**src/rtl/sqrt_pkg.sv**
```systemverilog
// Shared types and constants for the BCD square-root engine.
package sqrt_pkg;

    typedef enum logic [2:0] {
        IDLE,
        CONVERT,
        ROOT,
        DABBLE,
        FINISH
    } state_t;

    localparam int unsigned ACC_W         = 40;
    localparam int unsigned ROOT_W        = 20;
    localparam int unsigned BCD_DIGITS    = 6;
    localparam int unsigned CONVERT_STEPS = 12;
    localparam int unsigned ROOT_STEPS    = 20;
    localparam int unsigned DABBLE_STEPS  = 20;

    localparam logic [4*BCD_DIGITS-1:0] ERR_BCD = 24'hEEEEEE;

endpackage

```
**src/rtl/bcd_sqrt_unit_if.sv**
```systemverilog
// Start/done handshake and operand/result bus of the square-root engine.
interface bcd_sqrt_unit_if;

    logic        start;
    logic [23:0] num_bcd;
    logic        busy;
    logic        done;
    logic [23:0] root_bcd;
    logic        err;

    modport master (
        output start,
        output num_bcd,
        input  busy,
        input  done,
        input  root_bcd,
        input  err
    );

    modport slave (
        input  start,
        input  num_bcd,
        output busy,
        output done,
        output root_bcd,
        output err
    );

endinterface

```
**src/rtl/bcd_dabble.sv**
```systemverilog
// One combinational double-dabble step: add 3 to BCD digits >= 5, then shift {bcd, bin} left.
module bcd_dabble
    import sqrt_pkg::*;
(
    input  logic [4*BCD_DIGITS-1:0] bcd,
    input  logic [ROOT_W-1:0]       bin,
    output logic [4*BCD_DIGITS-1:0] bcd_next,
    output logic [ROOT_W-1:0]       bin_next
);

    logic [4*BCD_DIGITS-1:0] adj;

    always_comb begin
        adj = bcd;
        for (int i = 0; i < int'(BCD_DIGITS); i++) begin
            if (bcd[4*i +: 4] >= 4'd5) begin
                adj[4*i +: 4] = bcd[4*i +: 4] + 4'd3;
            end
        end
        bcd_next = {adj[4*BCD_DIGITS-2:0], bin[ROOT_W-1]};
        bin_next = {bin[ROOT_W-2:0], 1'b0};
    end

endmodule

```
**src/rtl/bcd_sqrt_unit.sv**
```systemverilog
// Sequential packed-BCD square root: floor(sqrt(N) * 1000) as 3.3 BCD digits.
module bcd_sqrt_unit
    import sqrt_pkg::*;
#(
    parameter int unsigned FRAC_DIGITS = 3,
    parameter int unsigned ROOT_W      = 20
) (
    input  logic                   clock,
    input  logic                   reset,
    bcd_sqrt_unit_if.slave         bus
);

    localparam int unsigned REM_W       = ROOT_W + 3;
    localparam int unsigned BCD_W       = 4 * BCD_DIGITS;
    localparam int unsigned ZERO_DIGITS = 2 * FRAC_DIGITS;

    localparam logic [5:0] CONVERT_LAST = 6'(CONVERT_STEPS - 1);
    localparam logic [5:0] ROOT_LAST    = 6'(ROOT_STEPS - 1);
    localparam logic [5:0] DABBLE_LAST  = 6'(DABBLE_STEPS - 1);
    localparam logic [5:0] DIGIT_STEPS  = 6'(CONVERT_STEPS - ZERO_DIGITS);

    state_t             state_q, state_d;
    logic [5:0]         cnt_q;
    logic [BCD_W-1:0]   num_q;
    logic [ACC_W-1:0]   acc_q;
    logic [REM_W-1:0]   rem_q;
    logic [ROOT_W-1:0]  root_q;
    logic [BCD_W-1:0]   bcd_q;
    logic               invalid_q;
    logic               done_q;
    logic [BCD_W-1:0]   root_bcd_q;
    logic               err_q;
    logic               busy;

    logic [3:0]         digit;
    logic [ACC_W-1:0]   acc_next;
    logic [REM_W+1:0]   rem_shift;
    logic [REM_W+1:0]   trial;
    logic               fits;
    logic [BCD_W-1:0]   bcd_next;
    logic [ROOT_W-1:0]  bin_next;

    // State register
    always_ff @(posedge clock) begin
        if (reset) begin
            state_q <= IDLE;
        end else begin
            state_q <= state_d;
        end
    end

    // Next-state logic
    always_comb begin
        state_d = state_q;
        unique case (state_q)
            IDLE:    if (bus.start) state_d = CONVERT;
            CONVERT: if (cnt_q == CONVERT_LAST) state_d = ROOT;
            ROOT:    if (cnt_q == ROOT_LAST) state_d = DABBLE;
            DABBLE:  if (cnt_q == DABBLE_LAST) state_d = FINISH;
            FINISH:  state_d = IDLE;
            default: state_d = IDLE;
        endcase
    end

    // Outputs
    always_comb begin
        busy = (state_q != IDLE);
    end

    assign bus.busy     = busy;
    assign bus.done     = done_q;
    assign bus.root_bcd = root_bcd_q;
    assign bus.err      = err_q;

    // Operand digits MS first, then zero digits that scale N by 10^(2*FRAC_DIGITS)
    always_comb begin
        digit = 4'd0;
        if (cnt_q < DIGIT_STEPS) begin
            for (int i = 0; i < int'(BCD_DIGITS); i++) begin
                if (cnt_q == 6'(int'(BCD_DIGITS) - 1 - i)) begin
                    digit = num_q[4*i +: 4];
                end
            end
        end
        acc_next  = (acc_q << 3) + (acc_q << 1) + ACC_W'(digit);
        rem_shift = {rem_q, acc_q[ACC_W-1 -: 2]};
        trial     = (REM_W+2)'({root_q, 2'b01});
        fits      = (rem_shift >= trial);
    end

    bcd_dabble u_dabble (
        .bcd      (bcd_q),
        .bin      (root_q),
        .bcd_next (bcd_next),
        .bin_next (bin_next)
    );

    always_ff @(posedge clock) begin
        if (reset) begin
            cnt_q      <= '0;
            num_q      <= '0;
            acc_q      <= '0;
            rem_q      <= '0;
            root_q     <= '0;
            bcd_q      <= '0;
            invalid_q  <= 1'b0;
            done_q     <= 1'b0;
            root_bcd_q <= '0;
            err_q      <= 1'b0;
        end else begin
            cnt_q  <= (state_d != state_q) ? 6'd0 : cnt_q + 6'd1;
            done_q <= (state_q == FINISH);
            unique case (state_q)
                IDLE: begin
                    if (bus.start) begin
                        num_q     <= bus.num_bcd;
                        acc_q     <= '0;
                        invalid_q <= 1'b0;
                    end
                end
                CONVERT: begin
                    acc_q <= acc_next;
                    if (digit > 4'd9) invalid_q <= 1'b1;
                    if (cnt_q == CONVERT_LAST) begin
                        rem_q  <= '0;
                        root_q <= '0;
                    end
                end
                ROOT: begin
                    acc_q  <= acc_q << 2;
                    rem_q  <= fits ? REM_W'(rem_shift - trial) : REM_W'(rem_shift);
                    root_q <= {root_q[ROOT_W-2:0], fits};
                    if (cnt_q == ROOT_LAST) bcd_q <= '0;
                end
                DABBLE: begin
                    bcd_q  <= bcd_next;
                    root_q <= bin_next;
                end
                FINISH: begin
                    root_bcd_q <= invalid_q ? ERR_BCD : bcd_q;
                    err_q      <= invalid_q;
                end
                default: ;
            endcase
        end
    end

endmodule
```
**src/flat_wrapper.sv**
```systemverilog
// flat-port wrapper written by rule: the top's interface ports become plain ports
module bcd_sqrt_unit_flat import sqrt_pkg::*;
#(
    parameter int unsigned FRAC_DIGITS = 3,
    parameter int unsigned ROOT_W      = 20
)
  (clock, reset, bus_start, bus_num_bcd, bus_busy, bus_done, bus_root_bcd, bus_err);
  bcd_sqrt_unit_if bus_i ();
  input  logic clock;
  input  logic reset;
  input wire logic [$bits(bus_i.start)-1:0] bus_start;
  input wire logic [$bits(bus_i.num_bcd)-1:0] bus_num_bcd;
  output wire logic [$bits(bus_i.busy)-1:0] bus_busy;
  output wire logic [$bits(bus_i.done)-1:0] bus_done;
  output wire logic [$bits(bus_i.root_bcd)-1:0] bus_root_bcd;
  output wire logic [$bits(bus_i.err)-1:0] bus_err;
  assign bus_i.start = bus_start;
  assign bus_i.num_bcd = bus_num_bcd;
  assign bus_busy = bus_i.busy;
  assign bus_done = bus_i.done;
  assign bus_root_bcd = bus_i.root_bcd;
  assign bus_err = bus_i.err;
  bcd_sqrt_unit #(.FRAC_DIGITS(FRAC_DIGITS), .ROOT_W(ROOT_W)) u_core (.clock(clock), .reset(reset), .bus(bus_i));
endmodule
```
**config.mk**
```make
export PLATFORM = sky130hd
export DESIGN_NAME = bcd_sqrt_unit_flat
export DESIGN_NICKNAME = d
export VERILOG_FILES = /design/src/rtl/sqrt_pkg.sv /design/src/rtl/bcd_sqrt_unit_if.sv /design/src/rtl/bcd_dabble.sv /design/src/rtl/bcd_sqrt_unit.sv /design/src/flat_wrapper.sv
export SDC_FILE = /design/constraint.sdc
export NUM_CORES = 1
export LEC_CHECK = 0
export BUFFER_PORTS_ARGS = -buffer_cell sky130_fd_sc_hd__buf_2
export CAP_MARGIN = 20
export CORE_ASPECT_RATIO = 1.4
export CORE_UTILIZATION = 40
export DETAILED_ROUTE_END_ITERATION = 6
export PLACE_DENSITY = 0.7
export SYNTH_ARGS = -nofsm -noshare
export SYNTH_HDL_FRONTEND = slang
export SYNTH_SLANG_ARGS = --single-unit
```
**constraint.sdc**
```tcl
create_clock -name clock -period 4.9 [get_ports clock]
set_input_delay 0.245 -clock clock [delete_from_list [all_inputs] [get_ports clock]]
set_output_delay 0.245 -clock clock [all_outputs]
set_load 0.005 [all_outputs]
```
[Word-level counts from Yosys, hierarchy flattened]
Index checks and enable logic that the tools add are counted.
Word-level totals
  bits in registers: 167
  latch bits: 0
  RAM bits: 0
  ROM bits: 0
  output and inout bits: 27
  logic and storage cells: 92
  memories: 0
Cells by class
  add/sub/neg operators: 10
  $mul: 0
  divide/modulo/power cells: 0
  magnitude comparators: 9
  equal/unequal tests: 16
  shift operators: 0
  mux-type cells: 31
  bitwise operators: 0
  reduce and logical (&&, ||, !) cells: 15
Operators by type and width (count)
  40-bit case mux with 3 select lines: 1
  20-bit case mux with 3 select lines: 1
  24-bit two-way mux: 2
  4-bit two-way mux: 12
  24-bit case mux with 2 select lines: 1
  23-bit two-way mux: 2
  23-bit case mux with 2 select lines: 1
  40-bit by 4-bit adder with 40-bit output: 1
  40-bit adder: 1
  40-bit two-way mux: 1
  25-bit by 22-bit >= comparator with 1-bit output: 1
  4-bit by 3-bit >= comparator with 1-bit output, second input constant: 6
  23-bit by 22-bit subtractor with 23-bit output: 1
  4-bit by 2-bit adder with 4-bit output, second input constant: 5
  20-bit two-way mux: 1
  3-bit two-way mux: 5
  6-bit by 2-bit == test with 1-bit output, second input constant: 2
  6-bit by 3-bit == test with 1-bit output, second input constant: 2
  3-bit case mux with 4 select lines: 1
  2-bit AND reduction: 5
  3-bit nonzero test: 3
  6-bit by 1-bit adder with 6-bit output, second input constant: 1
  3-bit by 2-bit == test with 1-bit output, second input constant: 2
  6-bit by 1-bit == test with 1-bit output, second input constant: 1
  17 further kinds: 22

[Longest topological paths before layout]
Gate-level depths: netlist of the first run.
  word-level depth: 11
  mapped depth: 21
  mapped depth without buffers: 20

[Hierarchy]
Synthesis of the first run repeated with hierarchy kept, for this count alone.
Second synthesis, totals
  cells, all modules: 1373
  area, all modules: 10837.9 sq um
By module, submodules not included
  bcd_sqrt_unit: instances 1, cells each 1259, area an instance 10088.4 sq um, seq. area each 3343.2 sq um
  bcd_dabble: instances 1, cells each 114, area an instance 749.5 sq um, seq. area each 0.0 sq um

[Worst setup path after synthesis of the first run]
No wires, ideal clock.
  path type: reg2reg
  start: register u_core.cnt_q[1]
  end: register u_core.acc_q[36]
  library setup time: 0.095 ns
  arrival: 4.467 ns
  setup slack: 0.338 ns
  stages on the path, launching flop included: 22
  period minus slack after synthesis: 4.562 ns
  cells stage by stage: dfxtp_1 > inv_1 > ha_1 > buf_1 > and4b_1 > a22oi_1 > a21oi_1 > a31oi_1 > o211ai_1 > o211ai_1 > fa_1 > inv_1 > fa_1 > a211oi_2 > o21ai_1 > o2111ai_1 > a211oi_1 > a211o_4 > a211oi_1 > xor2_1 > nand2b_1 > a221oi_1
Between the ends
  cells in the longest elaborated chain, start to end: 10
  elaborated cells on any way between the ends: 16
  classes of those cells: add/sub (1); order compare (1); eq/ne (5); mux (8); reduce/logical (1)
RTL lines
  from (decl): RTL line bcd_sqrt_unit.sv:23  | logic [5:0] cnt_q;
  from (signal assigned): RTL line bcd_sqrt_unit.sv:111  | cnt_q <= (state_d != state_q) ? 6'd0 : cnt_q + 6'd1;
  6-bit by 3-bit == test with 1-bit output: RTL line bcd_sqrt_unit.sv:80  | if (cnt_q == 6'(int'(BCD_DIGITS) - 1 - i)) begin
  4-bit two-way mux (6 in a row): RTL line bcd_sqrt_unit.sv:80
  4-bit two-way mux (*): RTL line bcd_sqrt_unit.sv:78  | if (cnt_q < DIGIT_STEPS) begin
  40-bit by 4-bit adder with 40-bit output (*): RTL line bcd_sqrt_unit.sv:85  | acc_next = (acc_q << 3) + (acc_q << 1) + ACC_W'(digit);
  40-bit case mux with 3 select lines (*): RTL line bcd_sqrt_unit.sv:113  | unique case (state_q)
  to (signal assigned): RTL line bcd_sqrt_unit.sv:122  | acc_q <= acc_next;
  to (signal assigned): RTL line bcd_sqrt_unit.sv:130  | acc_q <= acc_q << 2;
  to (decl): RTL line bcd_sqrt_unit.sv:25  | logic [ACC_W-1:0] acc_q;
Every way passes the cells marked *; elsewhere a longest branch is shown, timed or not.
A chain may end at the register's enable or synchronous reset.

[Final worst setup path of the first run]
  start: register u_core.cnt_q[0]
  end: register u_core.acc_q[33]
The elaborated chain is that of the path after synthesis.

==> flow_metrics.py, run 1 <==
metrics = {
    "route": {
        "routed_wl_um": 24400,
        "drt-vias-per-instance": 5.70,
        "drt_iter0_markers": 682,
        "antenna_left": 0,
        "first_pass_iters": 7,
        "vias": 9298,
        "drc": 5,
        "post_drt_wl_per_cell_um": 14.9,
    },
    "placement": {
        "hpwl_um": 16800,
        "place_ws_ns": 0.00398,
        "dp_cells": 1600,
        "numPortBuffers": 53,
        "place_congestion": 0.826,
        "dpl-instance-area_um2": 11000,
    },
    "global_routing": {
        "grt_pass1_vias": 9094,
        "antenna_found_initial": 0,
        "grt_remaining_overflow": 0,
        "grt_pass1_wl_um": 42100,
        "grt_usage": 0.184,
        "grt_max_degree": 87,
    },
    "yosys": {
        "yosysSeqAreaShare": 0.318,
        "dominantRegCellSynth": "dfxtp_1",
        "synthesis.area_um2": 10500,
        "synth.avg_cell_area_um2": 8.15,
        "synth_seq_cells": 167,
        "yosysTopAreaCell": "dfxtp_1",
        "syn_nets": 1430,
        "ys_types": 71,
        "netlist.area_leader.share": 0.318,
        "synth_edf_count": 0,
        "synthTopCellsByArea": "dfxtp_1 32%, ha_1 13%, a21oi_1 5.2%, nor2_1 4.6%, nand2_1 4.6%",
        "synthMostInstantiatedCell": "dfxtp_1",
        "synth_warnings": 0,
        "synth_top_cells_by_count": "167 x dfxtp_1, 130 x nor2_1, 129 x nand2_1",
        "async_flop_share": 0,
        "syn_inst": 1289,
    },
    "critical_path": {
        "critPathMaxFanout": 5,
        "path_class": "flop to flop",
        "cp_slowest_cell": "fa_1",
        "setup.worst_path.end_class": "flop",
        "worstPathArrival_ns": 4.89,
        "crit_family": "compound AO/OA/AOI/OAI gates",
        "path_cells": "buf_4, ha_1, and4b_2, a22oi_1, a21oi_1, a31oi_1, o211ai_1, o211ai_1, fa_1, inv_1, ha_1, a211oi_1, nor2_1, o31ai_4, o21ai_2, a31o_2, a211oi_2, xnor2_1, a222oi_1, nor2_1",
        "max_stage_delay_ns": 0.48,
        "worstPathRequired_ns": 5.19,
        "crit_buf_inv": 2,
        "cp-start-kind": "flop",
    },
    "clock_tree": {
        "clock-sinks": 167,
        "clk_path_buf_depth": 2,
        "ctsHoldBuffers": 0,
        "numCtsBuffers": 17,
        "cts_root_buf": "clkbuf_16",
        "cts_tree": "done",
        "cts_max_level": 4,
        "clock_latency_ns": 0.43,
        "clk_pin_slew_ns": 0.07,
    },
    "floorplan": {
        "initial_core_util": 0.411,
        "die_w_um": 139,
        "ios": 54,
        "num_rows": 69,
        "die_height_um": 194,
        "core_um2": 25600,
        "dieArea_um2": 26900,
    },
    "run_status": {
        "violations": "design-rule violations",
        "status": "complete, but fails checks",
    },
    "sta": {
        "slew_headroom": 0.314,
        "drv_slew": 0,
        "whs_ns": 0.0438,
        "fin_crit_sh": 0.939,
        "finalSetupViolCount": 0,
        "tightest_slew_ns": 1.03,
        "fmax_mhz": 217,
        "fin_skew_ns": 0.00991,
        "min_period_ns": 4.60,
        "setup_ws_ns": 0.301,
        "hold_viol": 0,
    },
    "final_layout": {
        "drive_gt1_frac": 0.0982,
        "antenna_cells": 0,
        "synthToLayoutAreaGrowth_pct": 11.1,
        "instances_no_fill": 1632,
        "nets": 1441,
        "stdcell_area_um2": 11700,
    },
    "run": {
        "drv_cap": 0,
    },
    "hold_path": {
        "hp-class": "input pin to flop",
    },
    "power": {
        "ir_drop_mv": 0.222,
        "p_leak_nw": 4.96,
        "p_per_area_nw_per_um2": 259,
    },
}
routing by layer:
metal,part of all wire,wire length (um),track usage
met3,0.028,674,0.0259
met4,0.014,349,0.0630
met5,0,0,0
met1,0.44,10700,0.216
met2,0.52,12700,0.340
power by group:
group,leakage [nW],switching (mW),internal [mW],total [mW]
clock network,0.298,0.619,0.824,1.44
registers,1.35,0.0194,1.38,1.39
logic,3.32,0.116,0.0697,0.186
sequential cells by signal (all words and copies together) (netlist names):
name and cells:
u_core.cnt_q 6, u_core.acc_q 40, u_core.bus.err 1, u_core.state_q 3
u_core.root_q 20, u_core.bus.root_bcd 24, u_core.bus.done 1, u_core.bcd_q 24
u_core.invalid_q 1, u_core.num_q 24, u_core.rem_q 23
timing repair:
action / CTS / global route
buffers inserted: 0 / 0
endpoints found under the setup margin: 1 / 20
cloned: 0 / 0
pin swaps: 0 / 2
gates resized for setup: 1 / 8
cell families after synthesis:
kind of cell               synth area share
and+or+nand+nor                       0.178
AOI/OAI and AO/OA                     0.246
DFF                                   0.318
buffers and inverters                0.0499
adders and majority gates             0.137
xor gates and xnor gates             0.0567
muxes                                0.0143
through the flow:
step / util / power, mW / setup TNS [ns]
2_1_floorplan: - / 1.56 / 0
3_3_place_gp: 0.430 / 1.61 / 0
3_5_place_dp: 0.430 / 1.61 / 0
4_1_cts: 0.455 / 3.06 / 0
5_1_grt: 0.457 / 3.15 / -0.00559
6_report: 0.457 / 3.02 / 0
layout make-up:
class	count	area [um^2]
Tap cell	319	399
Clock inverter	15	213
Timing Repair Buffer	68	380
Clock buffer	17	425
Inverter	57	214
Fill cell	2493	13900
Multi-Input combinational cell	989	6700
Sequential cell	167	3340
layout by cell type (no fill, tap or decap), types with 5 or more instances in the layout:
cell / instances
buf_2: 52
a22oi_1: 47
o21ai_0: 50
a21oi_1: 110
o22ai_1: 8
a211oi_1: 6
buf_4: 16
o211ai_1: 7
ha_1: 112
a21o_1: 30
dfxtp_1: 166
and3_1: 6
nand2_1: 129
nor2b_1: 12
o21a_1: 10
nor3_1: 58
xnor2_1: 37
nand3_1: 22
o21ai_1: 11
nand2b_1: 16
or3_1: 7
and2_1: 9
nand4_1: 10
a41oi_1: 5
inv_1: 57
mux2i_1: 15
nor2_1: 130
o21bai_1: 10
clkbuf_16: 17
xor2_1: 31
a222oi_1: 27
tightest hold or removal path, stage by stage:
cell,delay (ns)
buf_2,0.09
nand2_1,0.04
a21oi_1,0.05
worst paths after layout:
check                          startpoint                       to  slack [ns]  depth (start not counted)
setup / recovery          u_core.cnt_q[0]         u_core.acc_q[33]        0.30                         20
hold / removal            bus_num_bcd[20]         u_core.num_q[20]        0.04                          3
setup reg to reg          u_core.cnt_q[0]         u_core.acc_q[33]        0.30                         20
hold reg to reg   u_core.bus.root_bcd[16]  u_core.bus.root_bcd[16]        0.45                          2
Note: power is estimated with default switching activity, not from simulation.
==> inputs of run 2 (changes only) <==
--- a/config.mk
+++ b/config.mk
@@ -5,6 +5,8 @@
 export SDC_FILE = /design/constraint.sdc
 export NUM_CORES = 1
 export LEC_CHECK = 0
+export ABC_AREA = 1
+export ABC_CLOCK_PERIOD_IN_PS = 4900
 export BUFFER_PORTS_ARGS = -buffer_cell sky130_fd_sc_hd__buf_2
 export CAP_MARGIN = 20
 export CORE_ASPECT_RATIO = 1.4
==> flow_metrics.py, run 2 <==
metrics = {
    "placement": {
        "place_congestion": 0.976,
        "hpwl_um": 26400,
        "numPortBuffers": 53,
    },
    "power": {
        "combPwrFrac": 0.159,
        "p_switching_mw": 1.04,
        "p_per_area_nw_per_um2": 245,
        "p_leak_nw": 6.71,
        "clkPwrFrac": 0.413,
        "intPower_mw": 2.32,
        "p_seq_frac": 0.428,
        "switching_share": 0.310,
        "ir_drop_mv": 0.238,
        "finalPower_mw": 3.36,
    },
    "yosys": {
        "synth.avg_cell_area_um2": 6.17,
        "synth_warnings": 0,
        "syn_nets": 2181,
        "synthesis.area_um2": 12600,
        "synth_top_cells_by_count": "644 x nand2_1, 295 x inv_1, 214 x a21oi_1",
        "yosysTopAreaCell": "dfxtp_1",
        "syn_inst": 2040,
        "yosysSeqAreaShare": 0.265,
        "synthTopCellsByArea": "dfxtp_1 27%, nand2_1 19%, ha_1 11%, inv_1 8.8%, a21oi_1 8.5%",
        "async_flop_share": 0,
        "synth_edf_count": 0,
        "ys_types": 42,
        "synthMostInstantiatedCell": "nand2_1",
        "synth_seq_cells": 167,
        "netlist.area_leader.share": 0.265,
        "dominantRegCellSynth": "dfxtp_1",
    },
    "sta": {
        "hold_viol": 0,
        "rsz0062_at_grt": "false",
        "fin_tns_setup_ns": 0,
        "slew_headroom": 0.349,
        "fin_crit_sh": 0.766,
        "fin_skew_ns": 0.00998,
        "finalSetupViolCount": 0,
        "drv_slew": 0,
        "fmax_mhz": 266,
        "tightest_slew_ns": 0.976,
        "min_period_ns": 3.75,
    },
    "route": {
        "drc": 0,
        "vias": 12900,
        "post_drt_wl_per_cell_um": 14.5,
        "first_pass_iters": 6,
        "routed_wl_um": 35600,
        "drt_iter0_markers": 711,
        "antenna_left": 0,
        "drt-vias-per-instance": 5.26,
    },
    "floorplan": {
        "initial_core_util": 0.408,
        "num_rows": 76,
        "die_w_um": 152,
        "ios": 54,
        "core_um2": 30900,
        "dieArea_um2": 32200,
        "die_height_um": 212,
    },
    "clock_tree": {
        "cts_root_buf": "clkbuf_16",
        "numCtsBuffers": 17,
        "post_cts_buffers": 0,
        "ctsHoldBuffers": 0,
        "clk_pin_slew_ns": 0.08,
        "clock-sinks": 167,
        "cts_resized": 0,
        "cts_max_level": 4,
        "clk_path_buf_depth": 2,
        "clock_latency_ns": 0.46,
        "cts_tree": "done",
    },
    "critical_path": {
        "setup.worst_path.end_class": "flop",
        "r2r_slack_ns": 1.15,
        "worstPathArrival_ns": 4.14,
        "worstPathRequired_ns": 5.29,
        "path_class": "flop to flop",
        "cp-start-kind": "flop",
        "critPathMaxFanout": 8,
    },
    "global_routing": {
        "grt_pass1_vias": 12600,
        "antenna_found_initial": 0,
        "grt_remaining_overflow": 0,
        "grt_max_degree": 78,
        "grt_pass1_wl_um": 59100,
        "grt_usage": 0.226,
    },
    "final_layout": {
        "nFillCells": 3271,
        "final_cell_mix": "644 x nand2_1, 294 x inv_1, 214 x a21oi_1",
        "largest_reg_flops": 40,
        "antenna_cells": 0,
        "synthToLayoutAreaGrowth_pct": 8.88,
        "regArea_um2": 3340,
        "final_common_cell": "nand2_1",
        "regMostFlops": "u_core.acc_q",
        "nets": 2198,
        "multi_input_area_um2": 7810,
        "drive_gt1_frac": 0.0652,
    },
    "hold_path": {
        "hp-class": "input pin to flop",
    },
    "run_status": {
        "status": "finished, final reports clean",
    },
    "run": {
        "drv_cap": 0,
    },
}
==> run 2: logic make-up (layout without fill, tap and decap cells) <==
family / count (synthesis) / in the layout / share of synthesized area
adders and majority gates: 114 / 114 / 0.114
DFF: 167 / 167 / 0.265
xor gates and xnor gates: 18 / 18 / 0.0125
and+or+nand+nor: 1024 / 1024 / 0.348
AOI/OAI and AO/OA: 348 / 348 / 0.144
buffers and inverters: 369 / 399 / 0.116
==> run 2: power groups by stage <==
stage	sequential (mW)	combinational, mW	clock, mW
after floorplan	1.45	0.422	0
after global placement	1.47	0.519	0
after detailed placement	1.47	0.529	0
after CTS	1.44	0.533	1.41
after global routing	1.44	0.609	1.46
final	1.44	0.534	1.39
==> run 2: final timing paths <==
kind                                          to  depth (start not counted)             from
worst min-delay path            u_core.num_q[17]                          3  bus_num_bcd[17]
worst max-delay path            u_core.acc_q[34]                         21  u_core.cnt_q[0]
worst min register to register   u_core.num_q[5]                          2  u_core.num_q[5]
worst max register to register  u_core.acc_q[34]                         21  u_core.cnt_q[0]
==> run 2: metal layers <==
layer  GRT usage  part of all wire  wire (um)  vias up
li1            -                 -          -     6609
met1       0.238              0.41      14400     5905
met2       0.426              0.51      18200      325
met3      0.0323             0.035       1250      101
met4       0.133             0.047       1690        0
met5           0                 0          0        -
==> run 2: cell type report <==
type,instances,share of cell area
flip-flops and latches,167,0.244
clock inverters,14,0.0111
repair buffers,62,0.0247
multi-input cells,1504,0.569
clock buffers,18,0.0320
inverters,305,0.0835
well taps,390,0.0356
==> run 2: per-stage QoR <==
stage	utilization	setup WS, ns	area [um^2]	hold slack, ns	std cells
floorplan	-	1.70	12600	0.424	2040
global placement	0.424	1.34	13100	0.436	2427
detailed placement	0.424	1.18	13100	0.440	2427
CTS	0.443	1.15	13700	0.0480	2459
global route	0.444	0.756	13700	0.0697	2460
finish	0.444	1.15	13700	0.0646	2460
==> run 2: critical path, stage by stage (launching register included) <==
cell and delay, ns:
dfxtp_1 0.34, inv_1 0.12, ha_1 0.25, inv_1 0.11
nor3_2 0.44, inv_1 0.08, nand2_1 0.08, nand2_1 0.08
fa_1 0.50, inv_1 0.07, fa_1 0.49, nand3_1 0.13
nand2_1 0.13, nand2_1 0.08, nand3_1 0.10, nand2_1 0.08
nand2_1 0.15, nand2_1 0.13, nand2_1 0.06, nand2_1 0.06
nand3_1 0.06, a21oi_1 0.15
